**config.mk**
```make
export PLATFORM = sky130hd
export DESIGN_NAME = sensor_acquire
export DESIGN_NICKNAME = d
export VERILOG_FILES = /design/src/rtl/sensor_acquire.sv
export SDC_FILE = /design/constraint.sdc
export NUM_CORES = 1
export LEC_CHECK = 0
export ABC_AREA = 1
export BUFFER_PORTS_ARGS = -buffer_cell sky130_fd_sc_hd__buf_2
export CORE_MARGIN = 3
export CORE_UTILIZATION = 68
export CTS_BUF_LIST = sky130_fd_sc_hd__clkbuf_2
export CTS_CLUSTER_DIAMETER = 200
export CTS_CLUSTER_SIZE = 20
export DETAILED_ROUTE_END_ITERATION = 6
export GPL_TIMING_DRIVEN = 0
export PLACE_DENSITY = 0.95
export SYNTH_ARGS = -nofsm -noshare
export SYNTH_HDL_FRONTEND = slang
export SYNTH_SLANG_ARGS = --single-unit
```
**constraint.sdc**
```tcl
create_clock -name clk -period 5.8 [get_ports clk]
set_clock_uncertainty 0.2 [all_clocks]
set_input_delay 0.29 -clock clk [delete_from_list [all_inputs] [get_ports clk]]
set_output_delay 0.29 -clock clk [all_outputs]
set_load 0.02 [all_outputs]
```
**src/rtl/sensor_acquire.sv**
```systemverilog
// Polls four height sensors over a shared bus (settle + per-sensor timeout),
// applies the zero-reading pair rule and presents an 8-bit height with valid/ready.
module sensor_acquire #(
  parameter int unsigned SETTLE_CYCLES  = 3,
  parameter int unsigned TIMEOUT_CYCLES = 8
) (
  input  logic       clk,
  input  logic       rst,
  input  logic       sample_req,
  output logic [1:0] sensor_sel,
  input  logic [7:0] sensor_data,
  input  logic       sensor_rdy,
  output logic       busy,
  output logic [7:0] height,
  output logic       height_valid,
  input  logic       height_ready,
  output logic       fault,
  output logic [3:0] timeout_mask
);

  localparam int unsigned CNT_MAX = (SETTLE_CYCLES > TIMEOUT_CYCLES) ? SETTLE_CYCLES : TIMEOUT_CYCLES;
  localparam int unsigned CNT_W   = $clog2(CNT_MAX + 1);

  typedef enum logic [2:0] {
    IDLE    = 3'd0,
    SETTLE  = 3'd1,
    WAIT    = 3'd2,
    COMPUTE = 3'd3,
    DONE    = 3'd4
  } state_t;

  state_t           state;
  logic [1:0]       idx;
  logic [CNT_W-1:0] cnt;
  logic [3:0][7:0]  cap;

  logic       zero_a;
  logic       zero_b;
  logic [8:0] sum_a;
  logic [8:0] sum_b;
  logic [9:0] sum_all;
  logic [7:0] height_next;
  logic       fault_next;

  // Pair A = (s1,s3) = cap[0],cap[2]; pair B = (s2,s4) = cap[1],cap[3]
  always_comb begin
    zero_a      = (cap[0] == 8'd0) || (cap[2] == 8'd0);
    zero_b      = (cap[1] == 8'd0) || (cap[3] == 8'd0);
    sum_a       = 9'(cap[0]) + 9'(cap[2]) + 9'd1;
    sum_b       = 9'(cap[1]) + 9'(cap[3]) + 9'd1;
    sum_all     = 10'(cap[0]) + 10'(cap[1]) + 10'(cap[2]) + 10'(cap[3]) + 10'd2;
    fault_next  = 1'b0;
    height_next = sum_all[9:2];
    if (zero_a && zero_b) begin
      fault_next  = 1'b1;
      height_next = 8'd0;
    end else if (zero_a) begin
      height_next = sum_b[8:1];
    end else if (zero_b) begin
      height_next = sum_a[8:1];
    end
  end

  assign sensor_sel = idx;

  always_ff @(posedge clk or posedge rst) begin
    if (rst) begin
      state        <= IDLE;
      idx          <= 2'd0;
      cnt          <= '0;
      cap          <= '0;
      busy         <= 1'b0;
      height       <= 8'd0;
      height_valid <= 1'b0;
      fault        <= 1'b0;
      timeout_mask <= 4'd0;
    end else begin
      case (state)
        IDLE: begin
          if (sample_req) begin
            state        <= SETTLE;
            idx          <= 2'd0;
            cnt          <= '0;
            busy         <= 1'b1;
            fault        <= 1'b0;
            timeout_mask <= 4'd0;
          end
        end
        SETTLE: begin
          if (cnt == CNT_W'(SETTLE_CYCLES - 1)) begin
            state <= WAIT;
            cnt   <= '0;
          end else begin
            cnt <= cnt + CNT_W'(1);
          end
        end
        WAIT: begin
          // rdy on the timeout edge still captures real data
          if (sensor_rdy || (cnt == CNT_W'(TIMEOUT_CYCLES - 1))) begin
            cap[idx] <= sensor_rdy ? sensor_data : 8'd0;
            if (!sensor_rdy) timeout_mask[idx] <= 1'b1;
            cnt <= '0;
            if (idx == 2'd3) begin
              state <= COMPUTE;
            end else begin
              idx   <= idx + 2'd1;
              state <= SETTLE;
            end
          end else begin
            cnt <= cnt + CNT_W'(1);
          end
        end
        COMPUTE: begin
          height       <= height_next;
          fault        <= fault_next;
          height_valid <= 1'b1;
          state        <= DONE;
        end
        DONE: begin
          if (height_ready) begin
            height_valid <= 1'b0;
            busy         <= 1'b0;
            state        <= IDLE;
          end
        end
        default: state <= IDLE;
      endcase
    end
  end

endmodule

```
* After elaboration in Yosys (flattened, before gate mapping)
Index checks and enable logic that the tools add are counted.
** Word-level totals
- Input bits :: 13
- Flip-flop bits (word level) :: 56
** Operators by class
- Reductions and logical operators :: 23
- Bitwise logic cells :: 1
- Add/subtract/negate cells :: 10
- Muxes and demuxes :: 33
- Equality and inequality tests :: 13
- $lt $le $gt $ge :: 2
** Operators with widths (count)
- 8-bit 2-to-1 mux :: 5
- 32-bit bitwise mux :: 1
- 8-bit logical NOT :: 4
- 8-bit by 8-bit adder with 9-bit output :: 3
- 4-bit 2-to-1 mux :: 5
- 9-bit by 1-bit adder with 9-bit output (second input constant) :: 2
- 8-bit demux with 2-bit select :: 1
- 3-bit case mux with 5 select lines :: 1
- 3-bit 2-to-1 mux :: 4
- 2-bit != test (second input constant) :: 6
- 4-bit case mux with 3 select lines :: 1
- 4-bit AND reduction :: 3
- 10-bit by 2-bit adder with 10-bit output (second input constant) :: 1
- 10-bit by 8-bit adder with 10-bit output :: 1
- 9-bit by 8-bit adder with 10-bit output :: 1
- 2-bit 2-to-1 mux :: 4
- 4-bit case mux with 2 select lines :: 1
- 2-bit AND reduction :: 4
- 2-bit nonzero test :: 4
- 3-bit by 2-bit == test with 1-bit output (second input constant) :: 2
- 1-bit case mux with 2 select lines :: 3
- 1-bit 2-to-1 mux :: 5
- 4-bit by 1-bit adder with 4-bit output (second input constant) :: 1
- 4-bit by 2-bit == test with 1-bit output (second input constant) :: 1
- other kinds (15) :: 18

* Logic depth before layout (Yosys ltp)
- Depth in word-level cells :: 8
- Depth in mapped cells :: 18
- Mapped depth without buffers :: 18

* Least setup slack after synthesis
No wires, ideal clock.
- Kind :: reg-to-reg
- From :: register cap[2] (netlist bit)
- To :: register height[3]
- Cell stages (with the launch flop) :: 15
- Setup slack :: 3.011 ns
- Buffers on the path :: 0
- Required time :: 5.483 ns
- Period minus slack after synthesis :: 2.789 ns
- Arrival time :: 2.473 ns
- Cells stage by stage :: dfrtp_1 > inv_1 > fa_1 > fa_1 > inv_1 > ha_1 > nor2_1 > a21oi_1 > nand2_1 > nand3_1 > nor2_1 > o21ai_0 > nand2_1 > nand2_1 > nand2_1
** On the way
- Word-level cells in the longest chain between the ends :: 7
- Elaborated cells on any way between the ends :: 12
- Classes of those cells :: add/sub: 6; mux: 3; reduce/logical: 3
** RTL lines
- start: declaration :: RTL line 35 : logic [3:0][7:0] cap;
- start signal: indexed assignment :: RTL line 100 : cap[idx] <= sensor_rdy ? sensor_data : 8'd0;
- 8-bit by 8-bit adder with 9-bit output :: RTL line 51 : sum_all = 10'(cap[0]) + 10'(cap[1]) + 10'(cap[2]) + 10'(cap[3]) + 10'd2;
- 9-bit by 8-bit adder with 10-bit output :: RTL line 51
- 10-bit by 8-bit adder with 10-bit output :: RTL line 51
- 10-bit by 2-bit adder with 10-bit output :: RTL line 51
- 8-bit 2-to-1 mux :: RTL line 59 : end else if (zero_b) begin
- 8-bit 2-to-1 mux :: RTL line 57 : end else if (zero_a) begin
- 8-bit 2-to-1 mux * :: RTL line 54 : if (zero_a && zero_b) begin
- end signal: assignment :: RTL line 114 : height <= height_next;
- end: declaration :: RTL line 14 : output logic [7:0] height,
Mark *: on every way between the ends. The rest lies on a longest branch, timed or not.
A chain may end at the register's enable or synchronous reset.

* Worst setup path in the final report
- From :: register cap[10] (netlist bit)
- To :: register height[7]
The elaborated chain is that of the path after synthesis.

==> results.md <==
- STA puts the critical path data required time at 6040 ps.
- The worst setup path is of the reg2reg kind.
- In this run the number of H-tree levels came out at 2.
- The first-pass GRT wire length is between 15000 and 20000 microns.
- The total number of cells along the worst setup path is 15.
- Measured along the y axis, the die boundary spans 83.6 microns.
- The worst setup path is captured at a flip-flop.
- The area growth from synthesis to layout is 10.6%.
- Summed over all layers, the global routing overflow is 0.
- The cell count after synthesis is ~530.
- The cell family contributing the most delay on the critical path is adder cells.
- The average instance area after synthesis is between 7 and 8 sq um.
- The worst register-to-register path has a depth of 15.
- The worst-path cell with the longest stage delay is sky130_fd_sc_hd__fa_1.
- The number of nets with antenna violations after routing is 0.
- Setup violations remaining at the end of the flow were counted as 0.
- Counting both buffers and inverters, the worst setup path holds a total of 2.
- The longest clock path from root to sink contains 2 buffers.
- The post-synthesis instance area is 4090 sq um.
- The number of flops mapped to enable cells by yosys is 0.
- The pre-CTS setup slack is roughly 2600 ps.
- The worst setup path is launched from a flip-flop.
- 30 I/O pins were placed.
- Tracing the worst setup path back leads to its startpoint at cap[10].
- In the final routed layout, each cell accounts on average for roughly 15 microns.
- The largest single stage delay on the critical path is 520 ps.
- The initial antenna violation count was 0.
- The total wire length is between 9000 and 10000 microns.
- The critical path goes through inv_1 > fa_1 > fa_1 > inv_1 > ha_1 > nor2_1 > a21oi_1 > nand2_1 > nand2_1 > nand3_1 > nand3_1 > o21ai_0 > nand2_1 > nand2_1 > nand2_1.
- The number of nets in the synthesized netlist is around 590.
- The worst register-to-register path begins at cap[10].
- The clock tree root driver cell is sky130_fd_sc_hd__clkbuf_2.
- The antenna diode instance count is 0.
- Static timing analysis puts the maximum clock frequency at ~0.31 GHz.
- For this block, the initial DRC count from the detailed router was between 400 and 500.
- The die outline width is ~84 microns.
- The power per cell area is roughly 360 nW/um^2.
- Buffers inserted during clock tree synthesis total 5.
- The core box area is between 5000 and 6000 sq um.
- The total global routing track utilization is 0.294.
- The fraction of final layout cells with drive strength greater than 1 is 0.111.
- The tool flagged a number of max-cap violations equal to 0.
- The data arrival time at the worst-slack endpoint is 3470 ps.
- The capturing instance or port of the critical path is height[7].
- The die covers approximately 7000 sq um.
- The routability-driven placement congestion ratio is between 0.9 and 1.
- Sorting the synthesized cells by area gives the leading types as sky130_fd_sc_hd__dfrtp_1 (34%), sky130_fd_sc_hd__nand2_1 (13%), sky130_fd_sc_hd__ha_1 (8.9%).
- The flow ran to the end, but the final reports show violations.
- The worst path setup slack after routing is 2560 ps.
- After clock tree synthesis, the setup repair step added 0 buffers.
- Setup repair after global routing left no endpoint under its margin.
- In this design, the critical path's most frequently occurring cell is sky130_fd_sc_hd__nand2_1.
- The final period utilization is 0.558.
- The smallest hold slack is between 40 and 50 ps.
- The tightest min-delay check is of the in2reg type.
- The maximum net fanout on the critical path is 4.
- The clock tree from TritonCTS is built.
- The analysis attributes to cell leakage a power of 2.42 nW.
- Counting flops with an async set or reset pin after synthesis yields a share of 1.00.
- The worst max-slew margin expressed relative to the limit is 0.710.
- The worst-case IR drop observed on VDD is 0.000253 V.
- For the pin with the worst max-slew slack, the measured transition is ~430 ps.
- Once layout is complete, the utilization of the core stands at 0.798.
- Counting flops and latches in the post-synthesis netlist gives 56.
- The sequential area share after synthesis is 0.342.
- The DRC violation count after routing is 1.
- The Yosys warning count is 0.
- The endpoint identified for the worst register-to-register timing path is height[7].
- The number of iterations in the first detailed-routing pass is 7.
- The share of the synthesized area in the top cell type is 0.342.
- The max-slew violation count was 0.
- The number of buffers inserted by port buffering is 28.
- The clock period minus worst slack is between 3000 and 4000 ps.
- The via count of the first global-routing pass came to around 3700.
- The register clock-pin slew on the reported worst setup and hold paths is 310 ps.
- The mean number of vias per cell is about 5.6.
- The largest area contributor in the netlist is sky130_fd_sc_hd__dfrtp_1.
- The unique cell type count in the Yosys netlist is 33.
- The number of hold-slack violations in the final timing report is 0.
- The pin count of the biggest net entering global routing is 47.
- The placed wire-length estimate after detailed placement is 7600 microns.
- For this configuration, the core starts out at a cell density of 0.721.
- The final reports fail on DRC.
- The most frequently used flop master after synthesis is sky130_fd_sc_hd__dfrtp_1.
- The number of nets in the layout is roughly 630.
- The routed layout has roughly 3600 vias.
- Across all register-to-register paths, the minimum setup slack is 2560 ps.
- The site row count is 27.
- The final setup TNS is 0 ps.
- Clock tree synthesis found a total of between 50 and 60 sinks.
- The source-to-sink clock delay at the later pin of the worst-skew pair is 480 ps.
kinds of logic (layout without fill, tap and decap cells):
group	Yosys count	after routing	synth area share
and+or+nand+nor	211	211	0.227
buffers and inverters	110	158	0.110
AOI/OAI and AO/OA	94	94	0.126
DFF	56	56	0.342
adders and majority gates	46	46	0.172
xor gates and xnor gates	11	11	0.0235
synthesized netlist by cell type (all sizes together), types with 2 or more instances:
library cell / count
xor2: 5
dfrtp: 56
xnor2: 6
o22ai: 2
a21oi: 27
a31oi: 3
nand4: 9
nor3: 2
buf: 7
fa: 17
inv: 102
o211ai: 2
nand3: 25
ha: 29
nand2: 141
nor2: 32
o21ai: 57
nand3b: 2
metrics by stage:
step | power, W | cells | instance area, sq um
6_report | 0.00165 | 648 | 4530
5_1_grt | 0.00179 | 648 | 4530
4_1_cts | 0.00163 | 648 | 4530
3_5_place_dp | 0.00142 | 629 | 4340
3_3_place_gp | 0.00136 | 628 | 4320
2_1_floorplan | 0.00120 | 528 | 4090
final cells by class:
| cell class | instances | area, sq um |
|---|---|---|
| Multi-Input combinational cell | 362 | 2240 |
| Inverter | 103 | 389 |
| Sequential cell | 56 | 1400 |
| Tap cell | 72 | 90.1 |
| Buffer | 7 | 60.1 |
| Clock buffer | 5 | 25.0 |
| Clock inverter | 3 | 47.5 |
| Fill cell | 354 | 1150 |
| Timing Repair Buffer | 40 | 270 |
sequential cells by signal (all words and copies together), names as in the netlist:
register / cells
busy: 1
height_valid: 1
cap: 32
timeout_mask: 4
state: 3
fault: 1
cnt: 4
sensor_sel: 2
height: 8
worst min-delay path, delay by kind of cell:
family                 cells  cell delay, ps
AOI/OAI and AO/OA          1              90
buffers and inverters      1             180
and+or+nand+nor            1             180
where the power goes:
group          switching [W]  internal (W)  total [W]
clock               0.000127     0.0000745   0.000201
sequential         0.0000879      0.000476   0.000564
combinational       0.000568      0.000314   0.000881
total               0.000783      0.000864    0.00165
per-layer routing:
layer / vias to the layer above / track usage / share of wire
li1: 1760 / - / -
met1: 1714 / 0.376 / 0.41
met2: 152 / 0.503 / 0.49
met3: 23 / 0.0513 / 0.079
met4: 0 / 0.101 / 0.024
met5: - / 0 / 0
worst min-delay path by stage:
stage	start	endpoint	slack (ps)	cells past startpoint
6_report	sensor_rdy	cap[25]	40	3
5_1_grt	rst	height[3]	40	3
4_1_cts	sensor_rdy	cap[24]	30	3
3_5_place_dp	rst	height[3]	30	2
3_3_place_gp	height[1]	height[1]	260	2
2_1_floorplan	sample_req	busy	270	2
placed cells by master (no fill, tap or decap), types with 2 or more instances in the layout:
cell / Yosys / routed
sky130_fd_sc_hd__nand2_1: 137 / 137
sky130_fd_sc_hd__nand2_4: 4 / 4
sky130_fd_sc_hd__nand4_1: 9 / 9
sky130_fd_sc_hd__buf_6: 4 / 4
sky130_fd_sc_hd__nor2_1: 28 / 28
sky130_fd_sc_hd__xnor2_1: 6 / 6
sky130_fd_sc_hd__dfrtp_1: 56 / 56
sky130_fd_sc_hd__nor2_8: 2 / 2
sky130_fd_sc_hd__nand3b_1: 2 / 2
sky130_fd_sc_hd__o211ai_1: 2 / 2
sky130_fd_sc_hd__nand3_1: 25 / 25
sky130_fd_sc_hd__a21oi_1: 26 / 26
sky130_fd_sc_hd__inv_2: 7 / 8
sky130_fd_sc_hd__clkinv_4: 0 / 2
sky130_fd_sc_hd__a31oi_1: 2 / 2
sky130_fd_sc_hd__inv_1: 94 / 93
sky130_fd_sc_hd__o21ai_1: 37 / 37
sky130_fd_sc_hd__dlygate4sd3_1: 0 / 11
sky130_fd_sc_hd__ha_1: 29 / 29
sky130_fd_sc_hd__xor2_1: 5 / 5
sky130_fd_sc_hd__fa_1: 17 / 17
sky130_fd_sc_hd__buf_2: 3 / 31
sky130_fd_sc_hd__clkbuf_2: 0 / 5
sky130_fd_sc_hd__nor3_1: 2 / 2
sky130_fd_sc_hd__o21ai_0: 20 / 20
repair_timing:
item / in CTS / in global routing
hold buffers: 11 / 0
gates resized for setup: 0 / 0
endpoints found under the hold margin: 91 / 0
setup endpoints to repair: 0 / 0
Note: power is estimated with default switching activity, not from simulation.
